`config.mk`:
```
export PLATFORM = sky130hd
export DESIGN_NAME = wire_path_arbiter
export DESIGN_NICKNAME = d
export VERILOG_FILES = /design/src/rtl/wire_path_arbiter.sv
export SDC_FILE = /design/constraint.sdc
export NUM_CORES = 1
export LEC_CHECK = 0
export ABC_CLOCK_PERIOD_IN_PS = 4600
export CAP_MARGIN = 0
export CORE_MARGIN = 5
export CORE_UTILIZATION = 52
export DETAILED_ROUTE_END_ITERATION = 10
export DONT_BUFFER_PORTS = 1
export PLACE_DENSITY_LB_ADDON = 0.12
export RECOVER_POWER = 100
export SLEW_MARGIN = 10
export SYNTH_ARGS = -nofsm -noshare
export SYNTH_HDL_FRONTEND = slang
export SYNTH_SLANG_ARGS = --single-unit
```
`constraint.sdc`:
```
create_clock -name clk -period 4.6 [get_ports clk]
set_clock_uncertainty 0.05 [all_clocks]
set_input_delay 1.38 -clock clk [delete_from_list [all_inputs] [get_ports clk]]
set_output_delay 1.38 -clock clk [all_outputs]
set_load 0.005 [all_outputs]
```
`src/rtl/wire_path_arbiter.sv`:
```
// wire_path_arbiter: round-robin arbiter sharing one repeater/inverter wire path among NREQ requesters
// Ports:
//   clk, rst_n          clock, asynchronous active-low reset
//   req[NREQ]           request levels, held high while a requester wants the path
//   data_in[NREQ]       per-requester data bit
//   inv_sel[NREQ]       per-requester mode: 0 repeat, 1 invert
//   grant[NREQ]         one-hot grant, zero when the path is idle
//   out_wire            granted bit (optionally inverted), one cycle after the grant
//   out_valid           out_wire carries granted data
//   path_sel            inv_sel of the granted requester (0 repeater, 1 inverter)
//   busy                arbiter is not IDLE
// Build option: WIRE_ARB_GAP_EN inserts a one-cycle GAP state after every release.
module wire_path_arbiter #(
  parameter int NREQ     = 4,
  parameter int MAX_HOLD = 8
) (
  input  logic            clk,
  input  logic            rst_n,
  input  logic [NREQ-1:0] req,
  input  logic [NREQ-1:0] data_in,
  input  logic [NREQ-1:0] inv_sel,
  output logic [NREQ-1:0] grant,
  output logic            out_wire,
  output logic            out_valid,
  output logic            path_sel,
  output logic            busy
);
  localparam int PW = $clog2(NREQ);
  localparam int HW = $clog2(MAX_HOLD) + 1;
  localparam logic [1:0] IDLE  = 2'd0;
  localparam logic [1:0] GRANT = 2'd1;
  localparam logic [1:0] GAP   = 2'd2;
`ifdef WIRE_ARB_GAP_EN
  localparam bit GAP_EN = 1'b1;
`else
  localparam bit GAP_EN = 1'b0;
`endif
  logic [1:0] state_q, state_d;
  logic [PW-1:0] ptr_q, ptr_d, own_q, own_d, base, win;
  logic [HW-1:0] hold_q, hold_d;
  logic rel, arb, out_wire_q, out_valid_q, path_sel_q;
  function automatic logic [PW-1:0] inc(input logic [PW-1:0] x);
    return PW'((int'(x) + 1) % NREQ);
  endfunction
  // First set request bit searching upward from b, wrapping modulo NREQ.
  function automatic logic [PW-1:0] pick(input logic [NREQ-1:0] r, input logic [PW-1:0] b);
    logic [PW-1:0] w;
    logic f;
    int k;
    w = '0;
    f = 1'b0;
    for (int i = 0; i < NREQ; i++) begin
      k = (int'(b) + i) % NREQ;
      if (!f && r[k]) begin
        w = PW'(k);
        f = 1'b1;
      end
    end
    return w;
  endfunction
  // On release the pointer moves past the owner and, without the gap, the
  // very same edge re-arbitrates from that new pointer.
  always_comb begin
    rel     = (state_q == GRANT) && (!req[own_q] || hold_q == HW'(MAX_HOLD - 1));
    base    = rel ? inc(own_q) : ptr_q;
    win     = pick(req, base);
    arb     = (state_q != GRANT) || (rel && !GAP_EN);
    ptr_d   = base;
    own_d   = (arb && |req) ? win : own_q;
    hold_d  = (state_q == GRANT && !rel) ? hold_q + 1'b1 : '0;
    state_d = arb ? (|req ? GRANT : IDLE) : (rel ? GAP : state_q);
  end
  always_ff @(posedge clk or negedge rst_n) begin
    if (!rst_n) begin
      state_q     <= IDLE;
      ptr_q       <= '0;
      own_q       <= '0;
      hold_q      <= '0;
      out_wire_q  <= 1'b0;
      out_valid_q <= 1'b0;
      path_sel_q  <= 1'b0;
    end else begin
      state_q     <= state_d;
      ptr_q       <= ptr_d;
      own_q       <= own_d;
      hold_q      <= hold_d;
      out_valid_q <= state_q == GRANT;
      out_wire_q  <= (state_q == GRANT) && (data_in[own_q] ^ inv_sel[own_q]);
      path_sel_q  <= (state_q == GRANT) && inv_sel[own_q];
    end
  end
  assign grant     = (state_q == GRANT) ? {{(NREQ-1){1'b0}}, 1'b1} << own_q : '0;
  assign busy      = state_q != IDLE;
  assign out_wire  = out_wire_q;
  assign out_valid = out_valid_q;
  assign path_sel  = path_sel_q;
endmodule

```
### Yosys cells after proc, flatten, opt, wreduce, memory -nomap -nowiden

Cells that the tools add are included.

| cells by class | value |
|---|---|
| add/subtract/negate cells | 5 |
| $lt $le $gt $ge | 5 |
| eq/ne operators | 3 |
| shifts and indexed selects | 1 |
| muxes and demuxes | 30 |
| bitwise logic cells | 4 |
| reduce and logical (&&, ||, !) cells | 21 |

Operators by type and width:

| cell | count |
|---|---|
| binary-select mux 1 bit (select 2 bit) | 7 |
| 2-to-1 mux 1 bit | 14 |
| 2-to-1 mux 2 bit | 7 |
| < comparator 3 x 4 -> 1 bit (second input constant) | 3 |
| logical AND 1 bit | 8 |
| 2-to-1 mux 4 bit | 2 |
| < comparator 2 x 3 -> 1 bit (second input constant) | 2 |
| OR reduction 2 bit | 3 |
| zero test 1 bit | 5 |
| adder 2 x 1 -> 2 bit (second input constant) | 2 |
| adder 2 bit (second input constant) | 2 |
| adder 4 x 1 -> 4 bit (second input constant) | 1 |
| equality test 4 x 3 -> 1 bit (second input constant) | 1 |
| nonzero test 2 bit | 2 |
| OR reduction 4 bit | 1 |
| left shift 1 x 2 -> 4 bit (first input constant) | 1 |
| bitwise AND 1 bit (first input constant) | 3 |
| equality test 2 x 1 -> 1 bit (second input constant) | 1 |
| logical OR 1 bit | 2 |
| inequality test 2 x 1 -> 1 bit (second input constant) | 1 |
| XOR 1 bit | 1 |

| word-level totals | value |
|---|---|
| bits in registers | 13 |
| input port bits | 14 |
| output and inout port bits | 8 |
| logic and storage cells | 76 |

### Depth between registers and ports, before layout

Gate-level depths: netlist of run 1.

| logic depth | value |
|---|---|
| depth in word-level cells | 20 |
| mapped depth | 8 |
| gate-level depth less buffers | 7 |

### Worst setup path after synthesis of run 1

OpenSTA, ideal clock, no wires.

| timing | value |
|---|---|
| path kind | in2reg |
| from | input port req[0] |
| to | register own_q[1] |
| setup time | 0.095 ns |
| arrival time | 2.628 ns |
| data required time | 4.455 ns |
| path slack | 1.827 ns |
| stages on the path | 6 |
| buffers on the path | 0 |
| cells stage by stage | mux2_4 a211oi_4 a211oi_2 and4b_1 a211o_1 o31ai_1 |

| between the ends | value |
|---|---|
| word-level cells in the longest chain between the ends | 18 |
| elaborated cells between the ends (all ways) | 36 |
| classes of those cells | 3 x add/sub; 21 x mux; 12 x reduce/logical |

RTL lines:

| item | line | RTL |
|---|---|---|
| start, declared | 19 | `input logic [NREQ-1:0] req,` |
| binary-select mux 1 bit (select 2 bit) | 64 | `rel = (state_q == GRANT) && (!req[own_q] \|\| hold_q == HW'(MAX_HOLD - 1));` |
| 2-to-1 mux 1 bit (implied by the code) | 64 |  |
| zero test 1 bit | 64 |  |
| logical OR 1 bit | 64 |  |
| logical AND 1 bit | 64 |  |
| 2-to-1 mux 2 bit | 65 | `base = rel ? inc(own_q) : ptr_q;` |
| adder 2 x 1 -> 2 bit or binary-select mux 1 bit (select 2 bit) (tied branches) | 53, 54 |  |
| binary-select mux 1 bit (select 2 bit) or 2-to-1 mux 1 bit (tied branches) | 54 | `if (!f && r[k]) begin` |
| [... 2 more ...] | - |  |
| logical AND 1 bit | 54 |  |
| 2-to-1 mux 1 bit | 54 |  |
| zero test 1 bit | 54 |  |
| logical AND 1 bit | 54 |  |
| 2-to-1 mux 1 bit | 54 |  |
| zero test 1 bit | 54 |  |
| logical AND 1 bit | 54 |  |
| 2-to-1 mux 2 bit | 54 |  |
| end signal, assigned | 85 | `own_q <= own_d;` |
| end, declared | 39 | `logic [PW-1:0] ptr_q, ptr_d, own_q, own_d, base, win;` |

Parallel ways exist; a longest one is shown, timed or not. The select of a mux whose other input is x is not followed.
A chain may end at the register's enable or synchronous reset.

### Worst setup path in the final report of run 1

| timing | value |
|---|---|
| from | register own_q[0] |
| to | output port grant[0] |

| between the ends | value |
|---|---|
| word-level cells in the longest chain between the ends | 2 |

RTL lines:

| item | line | RTL |
|---|---|---|
| left shift 1 x 2 -> 4 bit | 92 | `assign grant = (state_q == GRANT) ? {{(NREQ-1){1'b0}}, 1'b1} << own_q : '0;` |
| 2-to-1 mux 4 bit | 92 |  |
| end, declared | 22 | `output logic [NREQ-1:0] grant,` |

Every way passes these cells.

==> flow_summary.ini, run 1 <==
[setup_path]
critPathArrivalTime_ps = 1440
cp_max_fo = 13
crit_path_start_kind = flop
crit_path_end_kind = output pin
critPathKind = flop to output pin
crit_required_ps = 3170

[placement]
gp_congestion = 0.770
dpl-instance-area_um2 = 872
place_inst = 98
dp_hpwl_mm = 1.14
port_buffers = 0

[floorplan]
die_w_um = 51.0
die-area_um2 = 2610
initial_core_util_pct = 56.2
die_y_um = 51.0
io_pins = 22
num_rows = 14
coreArea_um2 = 1560

[drt]
drc = 0
drt_iter0_markers = 8
avgViaCountPerCell = 5.81
ant_nets = 0
post_drt_wl_per_cell_um = 15.0
wl_mm = 1.53
vias = 593
dr.pass1.iters = 4

[power_and_ir_drop]
worst_ir_drop_vdd_uv = 243
power.total_mw = 0.418
power_leakage_nw = 0.397
p_per_area_nw_per_um2 = 478

[sta]
hold_ws_ps = 418
rsz0062_at_grt = no
worst_pin_slew_ps = 689
drv_slew = 0
setup_viol = 0
hold_viol = 0
slew-limit-headroom_pct = 53.8
setup_tns_ps = 0
finalCriticalPeriod_ps = 2870
period_share_pct = 62.4
fmax_mhz = 348

[synthesis]
syn_inst = 85
synth_top_area_share_pct = 37.1
synth_area_leaders = dfrtp_1 (37%), ha_1 (7.1%), mux4_1 (6.0%)
syn-cell-area_um2 = 876
ys_types = 38
yosysTopAreaCell = dfrtp_1
ys_seq_area_share_pct = 37.1
ys_ff_latch = 13
syn_area_per_cell_um2 = 10.3
ys_warn_count = 0
synth.net_count = 104

[clocking]
clkTransAtPathRegs_ps = 80
post-cts-setup-buffers = 0
hold_buffers = 0
cts_made_buffers = 3
cts_sinks = 13
clock_latency_ps = 280
cts-root-buf = clkbuf_4
cts_tree = yes
ctsResizeCount = 0
h-tree-depth = 1
cts_buffer_depth = 2

[min_path]
min_path_type = flop to flop

[grt]
antenna_found_initial = 0
grt_pass1_vias = 559
gr-usage-all-layers_pct = 13.4
grt_max_degree = 14
grt_pass1_wl_mm = 2.51
grt_overflow_total = 0

[cells_and_area]
fillCellCount = 157
finalNonFillerCells = 102
syn_to_final_growth_pct = 0
diodes = 0
stdcell_area_um2 = 876
drive_gt1_share_pct = 9.30
fin_nets = 106

[job]
drv_cap = 0

[outcome]
status = complete, no violations
==> logic make-up after synthesis <==
logic type	share of synthesized area, %
simple gates	24.9
flops	37.1
compound gates	12.1
buf+inv	5.29
fa+ha+maj	7.14
mux	10.0
xor+xnor	3.00
other cells	0.428
==> synth_stat cells <==
cell and n:
a211oi_1 1, conb_1 1, o41ai_2 1, mux2_4 1
a211oi_2 1, buf_6 1, dfrtp_1 13, and3b_1 1
inv_2 1, mux4_1 2, o31ai_1 2, nor4b_2 1
or2_2 1, and2_1 5, xor2_1 1, nand2_1 8
nand2b_1 1, nand3_1 1, o2bb2ai_1 1, o21ai_2 1
buf_4 1, buf_2 1, ha_1 5, and3_1 1
nand3b_1 1, nor2_1 10, inv_1 5, a211o_1 1
and4b_1 1, nor3_1 3, nor2b_1 2, xnor2_1 2
a211oi_4 1, nand2b_2 1, o2111ai_1 1, nor3_2 1
nor3b_1 1, mux2i_1 2
==> through the flow <==
| step | util [%] | setup WS, ps |
|---|---|---|
| after floorplan | - | 1830 |
| after detailed placement | 55.9 | 1710 |
| final | 56.2 | 1730 |
| after global routing | 56.2 | 1580 |
| after global placement | 55.9 | 1720 |
| after CTS | 57.7 | 1680 |
==> flip-flops by register name (all words and copies together) (netlist names) <==
name       count
own_q          2
state_q        2
out_valid      1
out_wire       1
path_sel       1
ptr_q          2
hold_q         4
==> cell usage in the layout (no fill, tap or decap), types with 2 or more instances in the layout <==
| cell type | Yosys | final |
|---|---|---|
| a211oi_1 | 1 | 2 |
| nor3_1 | 3 | 4 |
| nand2_1 | 8 | 8 |
| nor2_1 | 10 | 10 |
| xnor2_1 | 2 | 2 |
| ha_1 | 5 | 5 |
| and2_0 | 0 | 4 |
| mux4_1 | 2 | 2 |
| dfrtp_1 | 13 | 13 |
| o31ai_1 | 2 | 2 |
| clkbuf_4 | 0 | 3 |
| mux2i_1 | 2 | 2 |
| inv_1 | 5 | 6 |
| nor2b_1 | 2 | 2 |
==> layer usage <==
layer / vias to the layer above / share of wire, % / track usage [%]
li1: 296 / - / -
met1: 267 / 47 / 17.3
met2: 26 / 39 / 18.5
met3: 4 / 11 / 4.94
met4: 0 / 2.4 / 9.42
met5: - / 0 / 0
==> layout make-up <==
type	count	area, um^2	share of cell area (%)
flip-flops and latches	13	325	37.1
multi-input cells	63	480	54.9
clock buffers	3	22.5	2.57
inverters	6	22.5	2.57
well taps	16	20.0	2.29
clock inverters	1	5.00	0.571
==> critical path, stage by stage (launching register included) <==
cell and delay (ps):
dfrtp_1 660, inv_1 130, ha_1 210, and2_0 150
==> power by group <==
group	total (mW)	switching (mW)	leakage, nW	internal, mW
combinational	0.163	0.0819	0.219	0.0809
sequential	0.183	0.0413	0.160	0.142
clock	0.0724	0.0401	0.0177	0.0323
==> final timing paths <==
check / startpoint / to / slack (ps) / depth (start not counted)
min in group asynchronous: rst_n / hold_q[1] / 730 / 0
worst max-delay path: own_q[0] / grant[0] / 1730 / 3
worst min register to register: hold_q[0] / hold_q[0] / 420 / 1
max in group asynchronous: rst_n / own_q[0] / 3700 / 0
worst min-delay path: hold_q[0] / hold_q[0] / 420 / 1
worst max register to register: own_q[1] / own_q[1] / 2250 / 6
No activity file was read; power rests on OpenSTA's default activity.
==> run 2: changes to the inputs <==
--- a/config.mk
+++ b/config.mk
@@ -5,7 +5,7 @@
 export SDC_FILE = /design/constraint.sdc
 export NUM_CORES = 1
 export LEC_CHECK = 0
-export ABC_CLOCK_PERIOD_IN_PS = 4600
+export ABC_CLOCK_PERIOD_IN_PS = 3000
 export CAP_MARGIN = 0
 export CORE_MARGIN = 5
 export CORE_UTILIZATION = 52
==> constraint.sdc (replaced) <==
create_clock -name clk -period 3 [get_ports clk]
set_clock_uncertainty 0.05 [all_clocks]
set_input_delay 0.9 -clock clk [delete_from_list [all_inputs] [get_ports clk]]
set_output_delay 0.9 -clock clk [all_outputs]
set_load 0.005 [all_outputs]
==> run 2 against run 1 <==
- cell area did not move
- utilization did not move
- wire length is 1.6% lower
- worst setup slack lost 1100 ps
- clock-buffer cell count unchanged
- sequential share of layout area is the same
==> flow_summary.ini, run 2 (synthesized netlist as in run 1, its figures left out) <==
[floorplan]
initial_core_util_pct = 56.2
die-area_um2 = 2610
die_w_um = 51.0
coreArea_um2 = 1560
io_pins = 22
num_rows = 14
die_y_um = 51.0

[drt]
wl_met1_um = 725
vias = 585
post_drt_wl_per_cell_um = 14.7
wl_mm = 1.50
highest_layer = met3
wl_met2_um = 602
met3_length_um = 176
drt_iter0_markers = 4
dr.pass1.iters = 4
avgViaCountPerCell = 5.74
ant_nets = 0
drc = 0

[sta]
worst_pin_slew_ps = 678
period_share_pct = 79.3
rsz0062_at_grt = no
fmax_mhz = 420
setup_tns_ps = 0
slew-limit-headroom_pct = 54.5
finalCriticalPeriod_ps = 2380
drv_slew = 0
hold_viol = 0
hold_ws_ps = 259
setup_viol = 0

[clocking]
clock_latency_ps = 270
cts_made_buffers = 3
clkTransAtPathRegs_ps = 80
cts_tree = yes
cts-root-buf = clkbuf_4
hold_buffers = 0
ctsResizeCount = 0
cts_sinks = 13
post-cts-setup-buffers = 0
h-tree-depth = 1
cts_buffer_depth = 2

[outcome]
status = complete, no violations

[cells_and_area]
fillCellCount = 158
mostFrequentLayoutCell = dfrtp_1
diodes = 0
regArea_um2 = 325
stdcell_area_um2 = 876
final_cell_mix = dfrtp_1 (13), nor2_1 (10), nand2_1 (8), inv_1 (6), ha_1 (5)
multi_input_area_um2 = 480
syn_to_final_growth_pct = 0
regMostFlops = hold_q
largest_reg_flops = 4
drive_gt1_share_pct = 9.30
fin_util_pct = 56.2
fin_nets = 106

[power_and_ir_drop]
worst_ir_drop_vdd_uv = 379
power_leakage_nw = 0.397
p_per_area_nw_per_um2 = 729

[setup_path]
crit_path_start_kind = flop
critPathArrivalTime_ps = 1430
crit_path_end_kind = output pin
rrSetupSlack_ps = 670
crit_required_ps = 2050
critPathKind = flop to output pin
cp_max_fo = 13

[placement]
port_buffers = 0
gp_congestion = 0.770
dp_hpwl_mm = 1.13
dpl-instance-area_um2 = 872

[grt]
antenna_found_initial = 0
grt_overflow_total = 0
grt_pass1_wl_mm = 2.44
gr-usage-all-layers_pct = 12.6
grt_pass1_vias = 570
grt_max_degree = 14

[job]
drv_cap = 0

[min_path]
min_path_type = input pin to async pin
-- run 2: cell counts in the layout (fill, tap and decap cells not counted) --
Identical to the previous run, type by type.
-- run 2: metrics by stage --
stage	setup slack, ps	power, mW	instances
finish	621	0.639	102
global route	357	0.704	102
CTS	571	0.670	102
detailed placement	602	0.557	98
global placement	605	0.554	98
floorplan	707	0.538	85
-- run 2: worst paths after layout --
kind,cells after the start,from,endpoint
setup / recovery,3,own_q[0],grant[0]
min in group clk,1,hold_q[0],hold_q[0]
max in group asynchronous,0,rst_n,own_q[0]
hold reg to reg,1,hold_q[0],hold_q[0]
hold / removal,0,rst_n,out_wire
setup reg to reg,6,own_q[1],own_q[1]
-- run 2: critical path, stage by stage (launching register included) --
cell	delay, ps
dfrtp_1	660
inv_1	130
ha_1	210
and2_0	150
-- run 2: per-layer routing --
layer	vias to the layer above	global-route usage, %
met1	265	15.6
met4	0	6.73
met5	-	0
li1	293	-
met3	0	4.94
met2	27	18.7
-- run 2: final cells by class --
| cell class | instances | area share (%) |
|---|---|---|
| multi-input cells | 63 | 54.9 |
| flip-flops and latches | 13 | 37.1 |
| clock buffers | 3 | 2.57 |
| inverters | 6 | 2.57 |
| well taps | 16 | 2.29 |
| clock inverters | 1 | 0.571 |
-- run 2: power breakdown --
part | switching (mW) | leakage, nW | internal, mW
clock network | 0.0590 | 0.0177 | 0.0493
logic | 0.126 | 0.219 | 0.124
registers | 0.0633 | 0.160 | 0.218
total | 0.248 | 0.397 | 0.391
